[src/rtl/wram_sub_sched_if.sv]
`default_nettype none
// ============================================================================
//  Module      : wram_sub_sched_if
//  Description : Request/ack and WRAM bank-port bundle between the sub-side
//                requesters (CDC DMA, graphics ASIC, sub CPU), the bank port
//                and the sub-side WRAM scheduler.
//                ctrl layout: {mode[1:0], mask[3:0], addr[16:1], din[15:0]}
//  Revision    : 1.0 - initial release
// ============================================================================
interface wram_sub_sched_if;
    logic        sub_sync;
    logic        bank_own;
    logic        dma_req;
    logic        asic_req;
    logic        sub_req;
    logic [37:0] dma_ctrl;
    logic [37:0] asic_ctrl;
    logic [37:0] sub_ctrl;
    logic [15:0] mem_dout;
    logic [37:0] mem_ctrl;
    logic        dma_ack;
    logic        asic_ack;
    logic        sub_ack;
    logic [15:0] rd_data;
    logic        busy;
    logic        halt_req;

    // Scheduler side
    modport slave (
        input  sub_sync, bank_own,
        input  dma_req, asic_req, sub_req,
        input  dma_ctrl, asic_ctrl, sub_ctrl,
        input  mem_dout,
        output mem_ctrl,
        output dma_ack, asic_ack, sub_ack,
        output rd_data, busy, halt_req
    );

    // Requester / bank-port side
    modport master (
        output sub_sync, bank_own,
        output dma_req, asic_req, sub_req,
        output dma_ctrl, asic_ctrl, sub_ctrl,
        output mem_dout,
        input  mem_ctrl,
        input  dma_ack, asic_ack, sub_ack,
        input  rd_data, busy, halt_req
    );
endinterface
`default_nettype wire

[src/rtl/wram_sub_sched.sv]
`default_nettype none
// ============================================================================
//  Module      : wram_sub_sched
//  Description : Sub-side WRAM bank scheduler. Arbitrates CDC DMA, graphics
//                ASIC and sub CPU onto one WRAM bank port, holds the port for
//                ACC_CYC enabled cycles, captures read data and pulses the
//                winner's ack. A sub CPU request waiting MAX_WAIT enabled
//                cycles is promoted above DMA/ASIC. All state moves on the
//                falling edge of clk_asic, qualified by sub_sync.
//  Revision    : 1.0 - initial release
// ============================================================================
module wram_sub_sched #(
    parameter int ACC_CYC  = 2,
    parameter int MAX_WAIT = 15
) (
    input  wire logic       clk_asic,
    input  wire logic       cd_rst_n,
    wram_sub_sched_if.slave bus
);

    localparam int c_WAIT_W  = (MAX_WAIT > 0) ? $clog2(MAX_WAIT + 1) : 1;
    localparam int c_CNT_W   = (ACC_CYC > 1) ? $clog2(ACC_CYC) : 1;
    localparam logic [c_WAIT_W-1:0] c_WAIT_MAX = c_WAIT_W'(MAX_WAIT);
    localparam logic [c_CNT_W-1:0]  c_CNT_INIT = c_CNT_W'(ACC_CYC - 1);
    localparam int c_MASK_HI = 35;
    localparam int c_MASK_LO = 32;

    typedef enum logic [1:0] {
        ST_IDLE = 2'd0,
        ST_ACC  = 2'd1,
        ST_ACK  = 2'd2
    } state_t;

    typedef enum logic [1:0] {
        WIN_DMA  = 2'd0,
        WIN_ASIC = 2'd1,
        WIN_SUB  = 2'd2
    } win_t;

    state_t              r_state;
    state_t              w_state_nxt;
    win_t                r_winner;
    win_t                w_pick;
    logic [c_CNT_W-1:0]  r_cnt;
    logic [c_WAIT_W-1:0] r_wait_cnt;
    logic [37:0]         r_mem_ctrl;
    logic [37:0]         w_pick_ctrl;
    logic [15:0]         r_rd_data;
    logic [2:0]          r_ack;        // {sub, asic, dma}
    logic [2:0]          w_win_onehot;
    logic                w_any_req;
    logic                w_grant;
    logic                w_sub_urgent;
    logic                w_sub_active;
    logic                w_acc_done;

    // Arbitration: starved sub CPU first, otherwise fixed DMA > ASIC > SUB
    always_comb begin
        w_any_req    = bus.dma_req | bus.asic_req | bus.sub_req;
        w_grant      = (r_state == ST_IDLE) && bus.bank_own && w_any_req;
        w_sub_urgent = (r_wait_cnt == c_WAIT_MAX) && bus.sub_req;
        w_sub_active = (r_winner == WIN_SUB) && (r_state != ST_IDLE);
        w_acc_done   = (r_cnt == '0);
        w_pick       = WIN_SUB;
        w_pick_ctrl  = bus.sub_ctrl;
        if (w_sub_urgent) begin
            w_pick      = WIN_SUB;
            w_pick_ctrl = bus.sub_ctrl;
        end else if (bus.dma_req) begin
            w_pick      = WIN_DMA;
            w_pick_ctrl = bus.dma_ctrl;
        end else if (bus.asic_req) begin
            w_pick      = WIN_ASIC;
            w_pick_ctrl = bus.asic_ctrl;
        end
        case (r_winner)
            WIN_DMA:  w_win_onehot = 3'b001;
            WIN_ASIC: w_win_onehot = 3'b010;
            WIN_SUB:  w_win_onehot = 3'b100;
            default:  w_win_onehot = 3'b000;
        endcase
    end

    // Next-state logic: IDLE -> ACC (ACC_CYC cycles) -> ACK -> IDLE
    always_comb begin
        w_state_nxt = r_state;
        case (r_state)
            ST_IDLE: if (w_grant)    w_state_nxt = ST_ACC;
            ST_ACC:  if (w_acc_done) w_state_nxt = ST_ACK;
            ST_ACK:                  w_state_nxt = ST_IDLE;
            default:                 w_state_nxt = ST_IDLE;
        endcase
    end

    // State register; frozen while sub_sync is low
    always_ff @(negedge clk_asic or negedge cd_rst_n) begin
        if (!cd_rst_n) begin
            r_state <= ST_IDLE;
        end else if (bus.sub_sync) begin
            r_state <= w_state_nxt;
        end
    end

    // Port bundle, access counter, read capture and ack pulses. The ACK-state
    // actions (capture, ack, mask clear) are registered on the edge that
    // enters ACK so they are visible for the whole ACK cycle.
    always_ff @(negedge clk_asic or negedge cd_rst_n) begin
        if (!cd_rst_n) begin
            r_mem_ctrl <= '0;
            r_winner   <= WIN_DMA;
            r_cnt      <= '0;
            r_rd_data  <= '0;
            r_ack      <= 3'b000;
        end else if (bus.sub_sync) begin
            r_ack <= 3'b000;
            case (r_state)
                ST_IDLE: begin
                    if (w_grant) begin
                        r_mem_ctrl <= w_pick_ctrl;
                        r_winner   <= w_pick;
                        r_cnt      <= c_CNT_INIT;
                    end else begin
                        r_mem_ctrl[c_MASK_HI:c_MASK_LO] <= 4'b0000;
                    end
                end
                ST_ACC: begin
                    if (w_acc_done) begin
                        r_rd_data                       <= bus.mem_dout;
                        r_ack                           <= w_win_onehot;
                        r_mem_ctrl[c_MASK_HI:c_MASK_LO] <= 4'b0000;
                    end else begin
                        r_cnt <= r_cnt - 1'b1;
                    end
                end
                default: begin
                end
            endcase
        end
    end

    // Sub CPU starvation counter: counts enabled cycles spent waiting
    always_ff @(negedge clk_asic or negedge cd_rst_n) begin
        if (!cd_rst_n) begin
            r_wait_cnt <= '0;
        end else if (bus.sub_sync) begin
            if (!bus.sub_req || w_sub_active || (w_grant && (w_pick == WIN_SUB))) begin
                r_wait_cnt <= '0;
            end else if (r_wait_cnt != c_WAIT_MAX) begin
                r_wait_cnt <= r_wait_cnt + 1'b1;
            end
        end
    end

    assign bus.mem_ctrl = r_mem_ctrl;
    assign bus.dma_ack  = r_ack[0];
    assign bus.asic_ack = r_ack[1];
    assign bus.sub_ack  = r_ack[2];
    assign bus.rd_data  = r_rd_data;
    assign bus.busy     = (r_state != ST_IDLE);
    assign bus.halt_req = bus.sub_req & ~w_sub_active;

endmodule
`default_nettype wire

[src/flat_wrapper.sv]
// flat-port wrapper written by rule: the top's interface ports become plain ports
module wram_sub_sched_flat 
#(
    parameter int ACC_CYC  = 2,
    parameter int MAX_WAIT = 15
)
  (clk_asic, cd_rst_n, bus_sub_sync, bus_bank_own, bus_dma_req, bus_asic_req, bus_sub_req, bus_dma_ctrl, bus_asic_ctrl, bus_sub_ctrl, bus_mem_dout, bus_mem_ctrl, bus_dma_ack, bus_asic_ack, bus_sub_ack, bus_rd_data, bus_busy, bus_halt_req);
  wram_sub_sched_if bus_i ();
  input  wire logic clk_asic;
  input  wire logic cd_rst_n;
  input wire logic [$bits(bus_i.sub_sync)-1:0] bus_sub_sync;
  input wire logic [$bits(bus_i.bank_own)-1:0] bus_bank_own;
  input wire logic [$bits(bus_i.dma_req)-1:0] bus_dma_req;
  input wire logic [$bits(bus_i.asic_req)-1:0] bus_asic_req;
  input wire logic [$bits(bus_i.sub_req)-1:0] bus_sub_req;
  input wire logic [$bits(bus_i.dma_ctrl)-1:0] bus_dma_ctrl;
  input wire logic [$bits(bus_i.asic_ctrl)-1:0] bus_asic_ctrl;
  input wire logic [$bits(bus_i.sub_ctrl)-1:0] bus_sub_ctrl;
  input wire logic [$bits(bus_i.mem_dout)-1:0] bus_mem_dout;
  output wire logic [$bits(bus_i.mem_ctrl)-1:0] bus_mem_ctrl;
  output wire logic [$bits(bus_i.dma_ack)-1:0] bus_dma_ack;
  output wire logic [$bits(bus_i.asic_ack)-1:0] bus_asic_ack;
  output wire logic [$bits(bus_i.sub_ack)-1:0] bus_sub_ack;
  output wire logic [$bits(bus_i.rd_data)-1:0] bus_rd_data;
  output wire logic [$bits(bus_i.busy)-1:0] bus_busy;
  output wire logic [$bits(bus_i.halt_req)-1:0] bus_halt_req;
  assign bus_i.sub_sync = bus_sub_sync;
  assign bus_i.bank_own = bus_bank_own;
  assign bus_i.dma_req = bus_dma_req;
  assign bus_i.asic_req = bus_asic_req;
  assign bus_i.sub_req = bus_sub_req;
  assign bus_i.dma_ctrl = bus_dma_ctrl;
  assign bus_i.asic_ctrl = bus_asic_ctrl;
  assign bus_i.sub_ctrl = bus_sub_ctrl;
  assign bus_i.mem_dout = bus_mem_dout;
  assign bus_mem_ctrl = bus_i.mem_ctrl;
  assign bus_dma_ack = bus_i.dma_ack;
  assign bus_asic_ack = bus_i.asic_ack;
  assign bus_sub_ack = bus_i.sub_ack;
  assign bus_rd_data = bus_i.rd_data;
  assign bus_busy = bus_i.busy;
  assign bus_halt_req = bus_i.halt_req;
  wram_sub_sched #(.ACC_CYC(ACC_CYC), .MAX_WAIT(MAX_WAIT)) u_core (.clk_asic(clk_asic), .cd_rst_n(cd_rst_n), .bus(bus_i));
endmodule
[config.mk]
export PLATFORM = sky130hd
export DESIGN_NAME = wram_sub_sched_flat
export DESIGN_NICKNAME = d
export VERILOG_FILES = /design/src/rtl/wram_sub_sched_if.sv /design/src/rtl/wram_sub_sched.sv /design/src/flat_wrapper.sv
export SDC_FILE = /design/constraint.sdc
export NUM_CORES = 1
export LEC_CHECK = 0
export CORE_MARGIN = 3
export CORE_UTILIZATION = 36
export DETAILED_ROUTE_END_ITERATION = 8
export PLACE_DENSITY = 0.87
export SLEW_MARGIN = 20
export SYNTH_ARGS = -nofsm -noshare
export SYNTH_HDL_FRONTEND = slang
export SYNTH_SLANG_ARGS = --single-unit
[constraint.sdc]
create_clock -name clk_asic -period 2 [get_ports clk_asic]
set_input_delay 0.4 -clock clk_asic [delete_from_list [all_inputs] [get_ports clk_asic]]
set_output_delay 0.4 -clock clk_asic [all_outputs]
set_load 0.02 [all_outputs]
=== Word level (Yosys, flattened, before mapping) ===
Index checks and enable logic that the tools add are counted.

* Bitwise logic cells: 5
* $add $sub $neg: 2
* Muxes and demuxes: 20
* Reductions and logical operators: 19
* Equal/unequal tests: 8

{| class="wikitable"
|+ Operators with widths
! kind !! number
|-
| 38-bit two-way mux || 3
|-
| 4-bit two-way mux || 4
|-
| 3-bit AND reduction || 5
|-
| 2-bit two-way mux || 5
|-
| 3-bit one-hot mux with 3 select lines || 1
|-
| 4-bit one-hot mux with 2 select lines || 1
|-
| 3-bit two-way mux || 2
|-
| 2-bit nonzero test || 3
|-
| 1-bit logical AND || 5
|-
| 4-bit by 1-bit adder with 4-bit output (second input constant) || 1
|-
| 2-bit by 1-bit == test with 1-bit output (second input constant) || 2
|-
| 2-bit == test (second input constant) || 2
|-
| 4-bit == test (second input constant) || 1
|-
| 2-bit logical NOT || 2
|-
| 4-bit != test (second input constant) || 1
|-
| 2-bit one-hot mux with 2 select lines || 1
|-
| 1-bit logical OR || 2
|-
| 1-bit two-way mux || 2
|-
| 2-bit by 1-bit != test with 1-bit output (second input constant) || 1
|-
| 2-bit != test (second input constant) || 1
|-
| 1-bit inverter || 2
|-
| 1-bit OR || 2
|-
| 1-bit one-hot mux with 2 select lines || 1
|-
| 2-bit AND reduction || 1
|-
| other kinds (3) || 3
|}

* Register bits: 66
* Input port bits: 137
* Output and inout bits: 59
* Word-level logic and storage cells: 62

=== Longest topological paths before layout ===
* Word-level depth: 8
* Gate-level depth with buffers: 7
* Depth with buffers taken out: 5

==> out/summary.txt <==
placed inst area: 5310 µm²
Setup CP Type: input port to register
drt drc: 0
P_leak: 3.29 nW
RR Startpoint: u_core.r_wait_cnt[0]
Post-Place Cells: 566
Most used DFF post-synth: dfrtn_1
drt wl/cell: 26.8 µm
Hold Slack: 458 ps
status: finished with violations
Initial DRC Count: 479
Final setup viols: 124
Worst-Skew Late Latency: 340 ps
Pwr Total: 9.00 mW
die outline area: 9400 µm²
Async SR Flop Fraction: 100%
CTS tree: yes
crit path DAT: 1910 ps
Hold Startpoint: u_core.bus.mem_ctrl[4]
Mapped Nets: 404
Flop pwr share: 28.1%
critical path data required time: 1170 ps
setup ws final: -738 ps
GPL Wtd Cong: 0.765
Max-Slew Margin vs Limit: 68.4%
fin cells: 691
clk sinks: 66
Psw: 3.43 mW
CORE AREA: 7890 µm²
cell count after synthesis: 266
Yosys cell types: 32
Final Slew Violations: 0
Comb pwr share: 60.2%
I/O Pins: 196
top post-synthesis cells by count: dfrtn_1, nand2_1, o21ai_1
GRT overflow: 0
synth top area cells: dfrtn_1, a222oi_1, mux2_2
layout cells sized above 1: 46.5%
Starting Density: 37.8%
MaxCap Viol Count: 0
initial antenna violation count: 0
largest net degree at the start of global routing: 42
Fin Clk Skew: 12.1 ps
total CTS buffers: 9
vias in the first global route: 4,391
Worst Hold Class: register to register
Post-DRT Antenna Nets: 0
PortBufs: 195
Final Hold Fails: 0
sw frac: 38.1%
Synth Warn #: 0
Worst Setup Start Kind: input port
CP max stage cell: a222oi_1
top-count cell post-synth: dfrtn_1
measured slew at the worst slew-check pin: 474 ps
Post-CTS Hold Buffers: 0
power share of the clock group: 11.7%
clock buffer depth: 2
root buffer cell: clkbuf_8
via count: 4,191
Worst-path clk slew: 60 ps
Nets: 722
area grow syn2layout: 142%
Ant. Diodes: 0
WL final: 18,500 µm
sequential share of the synthesized area: 55.4%
num rows: 32
VDD IR max: 0.658 mV
RSZ-0062 raised after global routing: true
dpl hpwl: 7810 µm
Synth Register Bits: 66
CP endpoint kind: register
Critical Path Start: bus_sub_req
htree depth: 3
Tot GR Track Use: 34.2%
crit path max fanout: 7
top cell type's share of synthesized area: 55.4%
pwr/cell area: 1250 nW/µm²
Synth area leader: dfrtn_1
synthesized cell area: 2980 µm²
Place WS: -1060 ps
die width: 97.0 µm
syn avg cell area: 11.2 µm²
violated checks: negative setup slack
cell internal pwr: 5.57 mW
die span in y: 97.0 µm
design area: 7200 µm²
CP cell instances: buf_6, nand4_1, buf_4, and3b_4, buf_12, buf_16, a222oi_1, o21ai_1
Initial DRT Pass Iterations: 7
first-pass GRT wire length: 24,700 µm
max incr delay on CP: 370 ps
routed vias/inst: 6.07
EDFF count, synth: 0
[power by group through the flow]
stage,clock (mW),sequential [mW],combinational [mW]
final,1.05,2.53,5.42
after global routing,1.08,2.58,5.63
after CTS,0.989,2.46,4.79
after detailed placement,0,2.37,3.52
after global placement,0,2.33,3.45
after floorplan,0,3.00,1.03
[cell type report]
type | instances | area, µm²
timing repair buffer | 325 | 3750
sequential | 66 | 1650
multi-input combinational | 176 | 1480
fill | 259 | 687
clock buffer | 13 | 149
tap | 102 | 128
inverter | 6 | 22.5
clock inverter | 3 | 15.0
[critical path, delay by kind of cell]
| kind | cells | cell delay (ps) |
|---|---|---|
| and+or+nand+nor | 2 | 430 |
| AOI/OAI and AO/OA | 2 | 500 |
| buffers and inverters | 4 | 560 |
[final timing paths]
check	end	slack [ps]	depth (start not counted)
max	u_core.bus.mem_ctrl[24]	-740	8
min	u_core.bus.mem_ctrl[4]	460	2
max reg2reg	u_core.bus.mem_ctrl[24]	-430	8
min reg2reg	u_core.bus.mem_ctrl[4]	460	2
max in group asynchronous	u_core.r_cnt	790	2
min in group asynchronous	u_core.r_wait_cnt[1]	930	2
[per-stage QoR]
stage                     TNS [ps]  utilization [%]
final                       -43470             91.3
after global routing        -47790             91.3
after CTS                   -37760             86.9
after detailed placement    -87480             67.3
after global placement      -84320             67.3
after floorplan             -26040                -
[layout by cell type (no fill, tap or decap), drive strengths merged]
cell type      synthesis  layout
a41oi                  1       1
dlygate4sd2            0       1
a32o                   3       3
nand3b                 1       1
nor2                   6       6
a222oi                38      38
o31a                   1       1
buf                   14     191
and3                   1       1
nand4                  2       2
nand2                 41      41
a211o                  1       1
ha                     1       1
clkdlybuf4s50          0     130
and2                   1       6
a22o                   1       1
o31ai                  2       2
inv                    6       6
or3                    2       2
dfrtn                 66      66
nand3                  2       2
a21oi                  3       3
nor3b                  1       1
bufbuf                 0       1
o21ai                 40      40
clkinv                 0       3
mux2                  18      18
o2111a                 1       1
nor4                   1       1
a21boi                 1       1
a21o                   1       1
clkbuf                 9      15
and3b                  1       1
[flip-flops by register name, summed over array words and instances, names as in the netlist]
register and cells:
u_core.bus.mem_ctrl 38, u_core.bus.rd_data 16, u_core.r_ack 3, u_core.r_cnt 1, u_core.r_state 2, u_core.r_wait_cnt 4, u_core.r_winner 2
[timing repair]
action / in CTS / in global routing
endpoints found under the setup margin: 125 / 124
resized for setup: 460 / 18
pin swaps: 48 / 29
setup buffers: 48 / 39
cloned: 25 / 3
[logic make-up after synthesis]
group / after synthesis / share of synthesized area, %
buffers and inverters: 29 / 5.25
DFF: 66 / 55.4
adders and majority gates: 1 / 0.420
AOI/OAI and AO/OA: 93 / 23.6
muxes: 18 / 6.80
and+or+nand+nor: 59 / 8.53
[per-layer routing]
| layer | part of all wire (%) | global-route usage [%] |
|---|---|---|
| met1 | 32 | 35.4 |
| met2 | 52 | 60.1 |
| met3 | 10 | 11.0 |
| met4 | 6.2 | 20.2 |
| met5 | 0 | 0 |
No activity file was read; power rests on OpenSTA's default activity.
